<file path="src/rtl/alu_seq_if.sv">
// rtl/alu_seq_if.sv - operand/opcode request and result/ZCV response bundle for alu_seq
// The master side is the operand source and result sink. The slave side is the ALU.
interface alu_seq_if #(
   parameter int DATA_W = 32
);
   logic              in_valid;
   logic              in_ready;
   logic [DATA_W-1:0] src1;
   logic [DATA_W-1:0] src2;
   logic [3:0]        ALU_control;
   logic              out_valid;
   logic              out_ready;
   logic [DATA_W-1:0] result;
   logic              zero;
   logic              cout;
   logic              overflow;
   logic              illegal;

   modport master (
      output in_valid, src1, src2, ALU_control, out_ready,
      input  in_ready, out_valid, result, zero, cout, overflow, illegal
   );

   modport slave (
      input  in_valid, src1, src2, ALU_control, out_ready,
      output in_ready, out_valid, result, zero, cout, overflow, illegal
   );
endinterface

</file>
<file path="src/rtl/alu_seq.sv">
// rtl/alu_seq.sv - sequential handshaked ALU; define ALU_MUL_EN to build the iterative multiply (opcode 3)
// Single-cycle ops are computed in the accept cycle and registered.
// The result and flags stay held until the consumer takes them.
module alu_seq #(
   parameter int DATA_W = 32,
   parameter int CNT_W  = 6
) (
   input  logic     clk,
   input  logic     rst,
   alu_seq_if.slave bus
);
   localparam logic [3:0] OP_AND = 4'd0;
   localparam logic [3:0] OP_OR  = 4'd1;
   localparam logic [3:0] OP_ADD = 4'd2;
   localparam logic [3:0] OP_SUB = 4'd6;
   localparam logic [3:0] OP_SLT = 4'd7;
   localparam logic [3:0] OP_NOR = 4'd12;
   localparam int         MSB    = DATA_W - 1;

   logic              r_out_valid;
   logic [DATA_W-1:0] r_result;
   logic              r_zero;
   logic              r_cout;
   logic              r_overflow;
   logic              r_illegal;

   logic              w_in_ready;
   logic              w_accept;
   logic [DATA_W:0]   w_add;
   logic [DATA_W:0]   w_sub;
   logic [DATA_W-1:0] w_res;
   logic              w_cout;
   logic              w_ovf;
   logic              w_illegal;

`ifdef ALU_MUL_EN
   localparam logic [3:0] OP_MUL = 4'd3;

   typedef enum logic {
      S_IDLE,
      S_MUL
   } state_t;

   state_t              r_state;
   logic [CNT_W-1:0]    r_cnt;
   logic [2*DATA_W-1:0] r_acc;
   logic [2*DATA_W-1:0] r_mcand;
   logic [DATA_W-1:0]   r_mplr;
   logic [2*DATA_W-1:0] w_acc_next;
   logic                w_is_mul;

   // The multiplicand shifts left and the multiplier shifts right each cycle, so bit 0 selects the partial product.
   assign w_acc_next = r_acc + (r_mplr[0] ? r_mcand : '0);
   assign w_is_mul   = (bus.ALU_control == OP_MUL);
   assign w_in_ready = (r_state == S_IDLE) && (!r_out_valid || bus.out_ready);
`else
   assign w_in_ready = !r_out_valid || bus.out_ready;
`endif

   assign w_accept = bus.in_valid && w_in_ready;
   assign w_add    = {1'b0, bus.src1} + {1'b0, bus.src2};
   assign w_sub    = {1'b0, bus.src1} + {1'b0, ~bus.src2} + {{DATA_W{1'b0}}, 1'b1};

   // Single-cycle result and flags for the opcode currently presented.
   always_comb begin
      w_res     = '0;
      w_cout    = 1'b0;
      w_ovf     = 1'b0;
      w_illegal = 1'b0;
      case (bus.ALU_control)
         OP_AND: w_res = bus.src1 & bus.src2;
         OP_OR:  w_res = bus.src1 | bus.src2;
         OP_NOR: w_res = ~(bus.src1 | bus.src2);
         OP_ADD: begin
            w_res  = w_add[DATA_W-1:0];
            w_cout = w_add[DATA_W];
            w_ovf  = (bus.src1[MSB] == bus.src2[MSB]) && (w_add[MSB] != bus.src1[MSB]);
         end
         OP_SUB: begin
            w_res  = w_sub[DATA_W-1:0];
            w_cout = w_sub[DATA_W];
            w_ovf  = (bus.src1[MSB] != bus.src2[MSB]) && (w_sub[MSB] != bus.src1[MSB]);
         end
         // A signed compare cannot overflow, unlike a subtract-and-test-sign implementation.
         OP_SLT: w_res = {{(DATA_W-1){1'b0}}, ($signed(bus.src1) < $signed(bus.src2))};
         default: w_illegal = 1'b1;
      endcase
   end

   // Control and output registers: accept, multiply iterations, and the output hold.
   always_ff @(posedge clk or posedge rst) begin
      if (rst) begin
         r_out_valid <= 1'b0;
         r_result    <= '0;
         r_zero      <= 1'b0;
         r_cout      <= 1'b0;
         r_overflow  <= 1'b0;
         r_illegal   <= 1'b0;
`ifdef ALU_MUL_EN
         r_state     <= S_IDLE;
         r_cnt       <= '0;
         r_acc       <= '0;
         r_mcand     <= '0;
         r_mplr      <= '0;
`endif
      end else begin
`ifdef ALU_MUL_EN
         if (r_state == S_MUL) begin
            r_acc   <= w_acc_next;
            r_mcand <= r_mcand << 1;
            r_mplr  <= r_mplr >> 1;
            r_cnt   <= r_cnt + CNT_W'(1);
            if (r_cnt == CNT_W'(DATA_W - 1)) begin
               r_result    <= w_acc_next[DATA_W-1:0];
               r_zero      <= (w_acc_next[DATA_W-1:0] == '0);
               r_cout      <= |w_acc_next[2*DATA_W-1:DATA_W];
               r_overflow  <= 1'b0;
               r_illegal   <= 1'b0;
               r_out_valid <= 1'b1;
               r_state     <= S_IDLE;
            end
         end else if (w_accept && w_is_mul) begin
            // Any previous result was taken or absent at this edge, because in_ready requires it.
            r_mcand     <= {{DATA_W{1'b0}}, bus.src1};
            r_mplr      <= bus.src2;
            r_acc       <= '0;
            r_cnt       <= '0;
            r_out_valid <= 1'b0;
            r_state     <= S_MUL;
         end else
`endif
         if (w_accept) begin
            r_result    <= w_res;
            r_zero      <= (w_res == '0);
            r_cout      <= w_cout;
            r_overflow  <= w_ovf;
            r_illegal   <= w_illegal;
            r_out_valid <= 1'b1;
         end else if (bus.out_ready) begin
            r_out_valid <= 1'b0;
         end
      end
   end

   assign bus.in_ready  = w_in_ready;
   assign bus.out_valid = r_out_valid;
   assign bus.result    = r_result;
   assign bus.zero      = r_zero;
   assign bus.cout      = r_cout;
   assign bus.overflow  = r_overflow;
   assign bus.illegal   = r_illegal;
endmodule

</file>
<file path="src/flat_wrapper.sv">
// flat-port wrapper written by rule: the top's interface ports become plain ports
module alu_seq_flat 
#(
   parameter int DATA_W = 32,
   parameter int CNT_W  = 6
)
  (clk, rst, bus_in_valid, bus_src1, bus_src2, bus_ALU_control, bus_out_ready, bus_in_ready, bus_out_valid, bus_result, bus_zero, bus_cout, bus_overflow, bus_illegal);
  alu_seq_if #(.DATA_W(DATA_W)) bus_i ();
  input  logic clk;
  input  logic rst;
  input wire logic [$bits(bus_i.in_valid)-1:0] bus_in_valid;
  input wire logic [$bits(bus_i.src1)-1:0] bus_src1;
  input wire logic [$bits(bus_i.src2)-1:0] bus_src2;
  input wire logic [$bits(bus_i.ALU_control)-1:0] bus_ALU_control;
  input wire logic [$bits(bus_i.out_ready)-1:0] bus_out_ready;
  output wire logic [$bits(bus_i.in_ready)-1:0] bus_in_ready;
  output wire logic [$bits(bus_i.out_valid)-1:0] bus_out_valid;
  output wire logic [$bits(bus_i.result)-1:0] bus_result;
  output wire logic [$bits(bus_i.zero)-1:0] bus_zero;
  output wire logic [$bits(bus_i.cout)-1:0] bus_cout;
  output wire logic [$bits(bus_i.overflow)-1:0] bus_overflow;
  output wire logic [$bits(bus_i.illegal)-1:0] bus_illegal;
  assign bus_i.in_valid = bus_in_valid;
  assign bus_i.src1 = bus_src1;
  assign bus_i.src2 = bus_src2;
  assign bus_i.ALU_control = bus_ALU_control;
  assign bus_i.out_ready = bus_out_ready;
  assign bus_in_ready = bus_i.in_ready;
  assign bus_out_valid = bus_i.out_valid;
  assign bus_result = bus_i.result;
  assign bus_zero = bus_i.zero;
  assign bus_cout = bus_i.cout;
  assign bus_overflow = bus_i.overflow;
  assign bus_illegal = bus_i.illegal;
  alu_seq #(.DATA_W(DATA_W), .CNT_W(CNT_W)) u_core (.clk(clk), .rst(rst), .bus(bus_i));
endmodule
</file>
<file path="config.mk">
export PLATFORM = sky130hd
export DESIGN_NAME = alu_seq_flat
export DESIGN_NICKNAME = d
export VERILOG_FILES = /design/src/rtl/alu_seq_if.sv /design/src/rtl/alu_seq.sv /design/src/flat_wrapper.sv
export SDC_FILE = /design/constraint.sdc
export NUM_CORES = 1
export LEC_CHECK = 0
export CAP_MARGIN = 20
export CELL_PAD_IN_SITES_DETAIL_PLACEMENT = 1
export CELL_PAD_IN_SITES_GLOBAL_PLACEMENT = 1
export CORE_UTILIZATION = 40
export DETAILED_ROUTE_END_ITERATION = 10
export PLACE_DENSITY_LB_ADDON = 0.12
export SLEW_MARGIN = 25
export SYNTH_ARGS = -nofsm -noshare
export SYNTH_HDL_FRONTEND = slang
export SYNTH_SLANG_ARGS = --single-unit
export TNS_END_PERCENT = 30
</file>
<file path="constraint.sdc">
create_clock -name clk -period 5.65 [get_ports clk]
set_input_delay 1.13 -clock clk [delete_from_list [all_inputs] [get_ports clk]]
set_output_delay 1.13 -clock clk [all_outputs]
set_load 0.005 [all_outputs]
</file>
# After elaboration in Yosys (flattened, before gate mapping)
# Cells that the tools add are included.
[word_totals] elab_cells=38 register_bits=37
[op_classes] bitwise=4 n_eq_ne=9 n_lt_le_gt_ge=1 addsub=3 reduce_logical=9 n_mux=6
[op_table] operator="32-bit one-hot mux with 6 select lines" count=1
[op_table] operator="32-bit by 32-bit adder with 33-bit output" count=2
[op_table] operator="32-bit NOT" count=2
[op_table] operator="33-bit by 1-bit adder with 33-bit output, second input constant" count=1
[op_table] operator="32-bit bitwise AND" count=1
[op_table] operator="32-bit zero test" count=1
[op_table] operator="32-bit less-than comparator" count=1
[op_table] operator="32-bit OR" count=1
[op_table] operator="4-bit by 3-bit equality test with 1-bit output, second input constant" count=2
[op_table] operator="6-bit OR reduction" count=1
[op_table] operator="4-bit by 1-bit equality test with 1-bit output, second input constant" count=1
[op_table] operator="4-bit by 2-bit equality test with 1-bit output, second input constant" count=1
[op_table] operator="4-bit equality test, second input constant" count=1
[op_table] operator="4-bit zero test" count=1
[op_table] operator="1-bit one-hot mux with 2 select lines" count=2
[op_table] operator="1-bit logical AND" count=3
[op_table] operator="1-bit two-way mux" count=3
[op_table] operator="1-bit != test" count=3
[op_table] operator="2-bit nonzero test" count=1
[op_table] operator="1-bit equality test" count=1
[op_table] operator="1-bit zero test" count=1
[op_table] operator="1-bit logical OR" count=1

# Depth between registers and ports, before layout
[logic_depth] depth_word=6 ltp_mapped=15

# Worst setup path before layout
# OpenSTA, ideal clock, no wires.
[synth_timing] path_kind="in2reg" startpoint="input bus_src1[0]" endpoint="register u_core.r_zero, in the netlist u_core.bus.zero" path_slack_ps=1682 t_required_ps=5583 path_buffers=0 stages=15 t_arrival_ps=3902 cell_sequence="inv_1 > ha_1 > inv_1 > fa_1 > nor2b_2 > o311ai_2 > and2_1 > o221ai_1 > a22oi_1 > nor4bb_1 > nand4_1 > nor4_2 > nand4_1 > nor4_2 > a32o_2"
[synth_via] elab_chain_cells=4 elab_cells_between_ends=9
[synth_lines] element="from (decl)" line_no="flat_wrapper.sv:12" text="input wire logic [$bits(bus_i.src1)-1:0] bus_src1;"
[synth_lines] element="32-bit by 32-bit adder with 33-bit output or 32-bit OR (tied branches)" line_no="alu_seq.sv:62, alu_seq.sv:72, alu_seq.sv:73"
[synth_lines] element="33-bit by 1-bit adder with 33-bit output or 32-bit NOT (tied branches)" line_no="alu_seq.sv:62, alu_seq.sv:73"
[synth_lines] element="32-bit one-hot mux with 6 select lines (*)" line_no="alu_seq.sv:70" text="case (bus.ALU_control)"
[synth_lines] element="32-bit zero test (*)" line_no="alu_seq.sv:134" text="r_zero <= (w_res == '0);"
[synth_lines] element="to (signal assigned)" line_no="alu_seq.sv:134"
[synth_lines] element="to (decl)" line_no="alu_seq.sv:22" text="logic r_zero;"
# Every way passes the cells marked *; elsewhere a longest branch is shown, timed or not.
# A chain may end at the register's enable or synchronous reset.

# Final worst setup path
[layout_timing] startpoint="input bus_src2[0]" endpoint="register u_core.r_zero, in the netlist u_core.bus.zero"
[layout_via] elab_chain_cells=5 elab_cells_between_ends=10
[layout_lines] element="from (decl)" line_no="flat_wrapper.sv:13" text="input wire logic [$bits(bus_i.src2)-1:0] bus_src2;"
[layout_lines] element="32-bit NOT" line_no="alu_seq.sv:62" text="assign w_sub = {1'b0, bus.src1} + {1'b0, ~bus.src2} + {{DATA_W{1'b0}}, 1'b1};"
[layout_lines] element="32-bit by 32-bit adder with 33-bit output" line_no="alu_seq.sv:62"
[layout_lines] element="33-bit by 1-bit adder with 33-bit output" line_no="alu_seq.sv:62"
[layout_lines] element="32-bit one-hot mux with 6 select lines (*)" line_no="alu_seq.sv:70"
[layout_lines] element="32-bit zero test (*)" line_no="alu_seq.sv:134"
# Marked as above.

==> metrics <==
number of global-route vias before repair=7673; first-pass GRT wire length=between 40000 and 50000 microns; Unique masters post-synth=90; post-route worst setup slack=0.474 ns; synth top area cells=ha_1 17%, dfrtp_1 13%, a21oi_1 5.7%, nand2_1 5.0%, inv_1 4.8%; Yosys warnings=0; synthesis-stage register bit count=37; antenna violations before repair=0; CP peak stage delay=0.51 ns; antenna diode count=0; FMAX=193 MHz; power per cell area=171 nW/um^2; Starting Density=around 41%; worst hold margin=0.478 ns; crit-path cells=clkdlybuf4s50_1, ha_1, inv_1, fa_1, nor2b_2, o311ai_2, a21oi_1, o31ai_1, o31ai_1, a211oi_2, a211oi_1, a2bb2oi_1, o41ai_2, nor2_1, a32o_2; placed cells=~1300; Post-synth EDFFs=0; R2R Setup Slk=2.99 ns; CP arrival=~5.4 ns; area leader, netlist=ha_1; Synth top cells by count=96 x ha_1, 95 x nand2_1, 91 x inv_1; Worst R2R Start=u_core.bus.out_valid; status=completed; CP Buf/Inv Count=2; worst ir drop on vdd=0.147 mV; GR Overflow Total=0; FF+latch area=926 sq um; count of cell instances traversed by the critical path=15; PortBufs=~110; Sum Neg Setup Slack=0 ns; Post-synth ARST share=100%; Synth Area in Compound Gates=about 37%; Crit. End Element=register; root buf cell=clkbuf_16; top-area cell type share of the netlist area=~17%; RSZ-0062 raised after global routing=false; Slowest-stage cell, CP=clkdlybuf4s50_1; Worst-Margin Slew=0.767 ns; chip width=135 microns; CP Max Fanout=4; Syn Area/Cell=7.21 sq um; CTS Hold Bufs=0; final instance count without filler cells=~1300; H-tree depth=2; max_cap viols=0; R2R depth=11; worst rel slew slack=48.9%; via count=8144; WL final=between 20000 and 30000 microns; Post-DP HPWL=21400 microns; fin crit share=between 90% and 100%; area of the multi-input gates=5530 sq um; CP Class=input pin to register; NumNets Final=1223; multiplexer share of the synthesized area=~2.9%; largest net degree at the start of global routing=59; sequential area share after synthesis=13.1%; CP startpoint=bus_src2[0]; GRT Overall Usage=between 20% and 30%; max-slew violations=0; core area=17300 sq um; CTS tree=done; Final Hold Fails=0; wire per inst=21.4 microns; CP Launch Type=input pin; Post-CTS Resized=0; hold crit path type=register to register; die area=18300 sq um; Static Leak=roughly 0.0036 uW; simple-gate share of the synthesized area=20.3%; DRC Markers=0; Synth Area in Adders=17.5%; Initial DRC Count=743; via/cell ratio=6.37; post-synthesis xor/xnor area fraction=0.617%; Layout area overhead=19.8%; end of the critical path=u_core.bus.zero; CTS clk-pin slew, worst paths=0.06 ns; # fillers=2174; RR Endpoint=u_core.bus.zero; Post-DRT Antenna Nets=0; area of the mapped netlist=between 7000 and 8000 sq um; largest family of logic cells by synthesized area=compound AO/OA/AOI/OAI gates; syn_nets=1154; # rows=between 40 and 50; die height=about 140 microns; Clock Tree Buf Depth=2; top_reg_cell synth=dfrtp_1; CP delay by family, top=compound AO/OA/AOI/OAI gates; Setup Skew=~0.0045 ns; I/O pin count=110; pre-CTS WS=0.258 ns; Sink Count=37; fraction of layout cells with a size suffix above 1=6.83%; Hold Path Cell Cnt=1; most common cell in the netlist=ha_1; CP Data Required Time=5.82 ns; GPL Wtd Cong=0.940; post-synthesis cell count=roughly 980; Final setup viols=0; fin crit period=5.18 ns; # Post-CTS Setup Buffers=0; CTS Buf Count=5; First-pass DRT Iterations=5; most common cell type on the critical path=o31ai_1; Worst-Skew Late Latency=0.28 ns
-- worst register-to-register path, delay by kind of cell (launching register included) --
family | cells | cell delay [ns]
AOI/OAI and AO/OA | 2 | 0.37
and+or+nand+nor | 9 | 1.85
DFF | 1 | 0.37
-- metrics by stage --
step	util, %	instance area [sq um]	total power [uW]
after floorplan	-	7090	811
final	49.1	8490	1450
after global placement	48.2	8340	1120
after global routing	49.1	8490	1530
after detailed placement	48.2	8340	1130
after CTS	49.1	8490	1440
-- layer usage --
metal	track usage (%)	routed length (microns)	share of wire [%]
met2	45.9	11900	44
met3	3.78	1950	7.1
met4	7.12	537	2.0
met5	0	0	0
met1	43.2	12900	47
-- worst min-delay path by stage --
stage | start | slack, ns | to
5_1_grt | u_core.bus.illegal | 0.50 | u_core.bus.illegal
4_1_cts | u_core.bus.illegal | 0.48 | u_core.bus.illegal
3_3_place_gp | u_core.bus.illegal | 0.46 | u_core.bus.illegal
6_report | u_core.bus.illegal | 0.48 | u_core.bus.illegal
2_1_floorplan | u_core.bus.result[16] | 0.47 | u_core.bus.result[16]
3_5_place_dp | u_core.bus.illegal | 0.47 | u_core.bus.illegal
-- cell type report --
class	count	share of cell area, %
clock buffers	7	1.80
clock inverters	1	0.0589
inverters	94	4.15
multi-input cells	787	65.1
flip-flops and latches	37	10.9
well taps	225	3.31
repair buffers	128	14.7
-- logic make-up (layout without fill, tap and decap cells) --
group                    after synthesis  count (layout)
AND/OR/NAND/NOR                      293             293
buffers and inverters                160             230
flip-flops                            37              37
multiplexers                          19              19
AO/OA/AOI/OAI                        372             372
XOR/XNOR                               5               5
adder cells (fa/ha/maj)               98              98
-- placed cells by master (no fill, tap or decap), types with 10 or more instances in the layout --
master	netlist	layout
nand4_1	19	19
o21ai_0	50	50
ha_1	96	96
nor2b_1	12	12
nand2b_1	14	14
nor4_1	10	10
nand3_1	20	20
dfrtp_1	37	37
mux2_2	12	12
buf_4	2	18
a21o_1	11	11
o31ai_1	15	15
nor3_1	18	17
a22oi_1	38	38
o221ai_1	11	11
a21oi_1	81	81
o21bai_1	11	11
inv_1	91	91
a31oi_1	15	15
nor2_1	68	68
nand2_1	95	95
clkdlybuf4s50_1	0	109
o22ai_1	26	26
-- report_power, final --
group | internal [uW] | total [uW] | leakage, uW | switching [uW]
sequential | 308 | 339 | 0.000475 | 30.4
combinational | 340 | 817 | 0.00305 | 477
clock | 187 | 295 | 0.0000799 | 108
total | 835 | 1450 | 0.00361 | 615
-- flip-flops by register name (all words and copies together) (netlist names) --
name                  cells
u_core.bus.result        32
u_core.bus.cout           1
u_core.bus.zero           1
u_core.bus.overflow       1
u_core.bus.illegal        1
u_core.bus.out_valid      1
No activity file was read; power rests on OpenSTA's default activity.
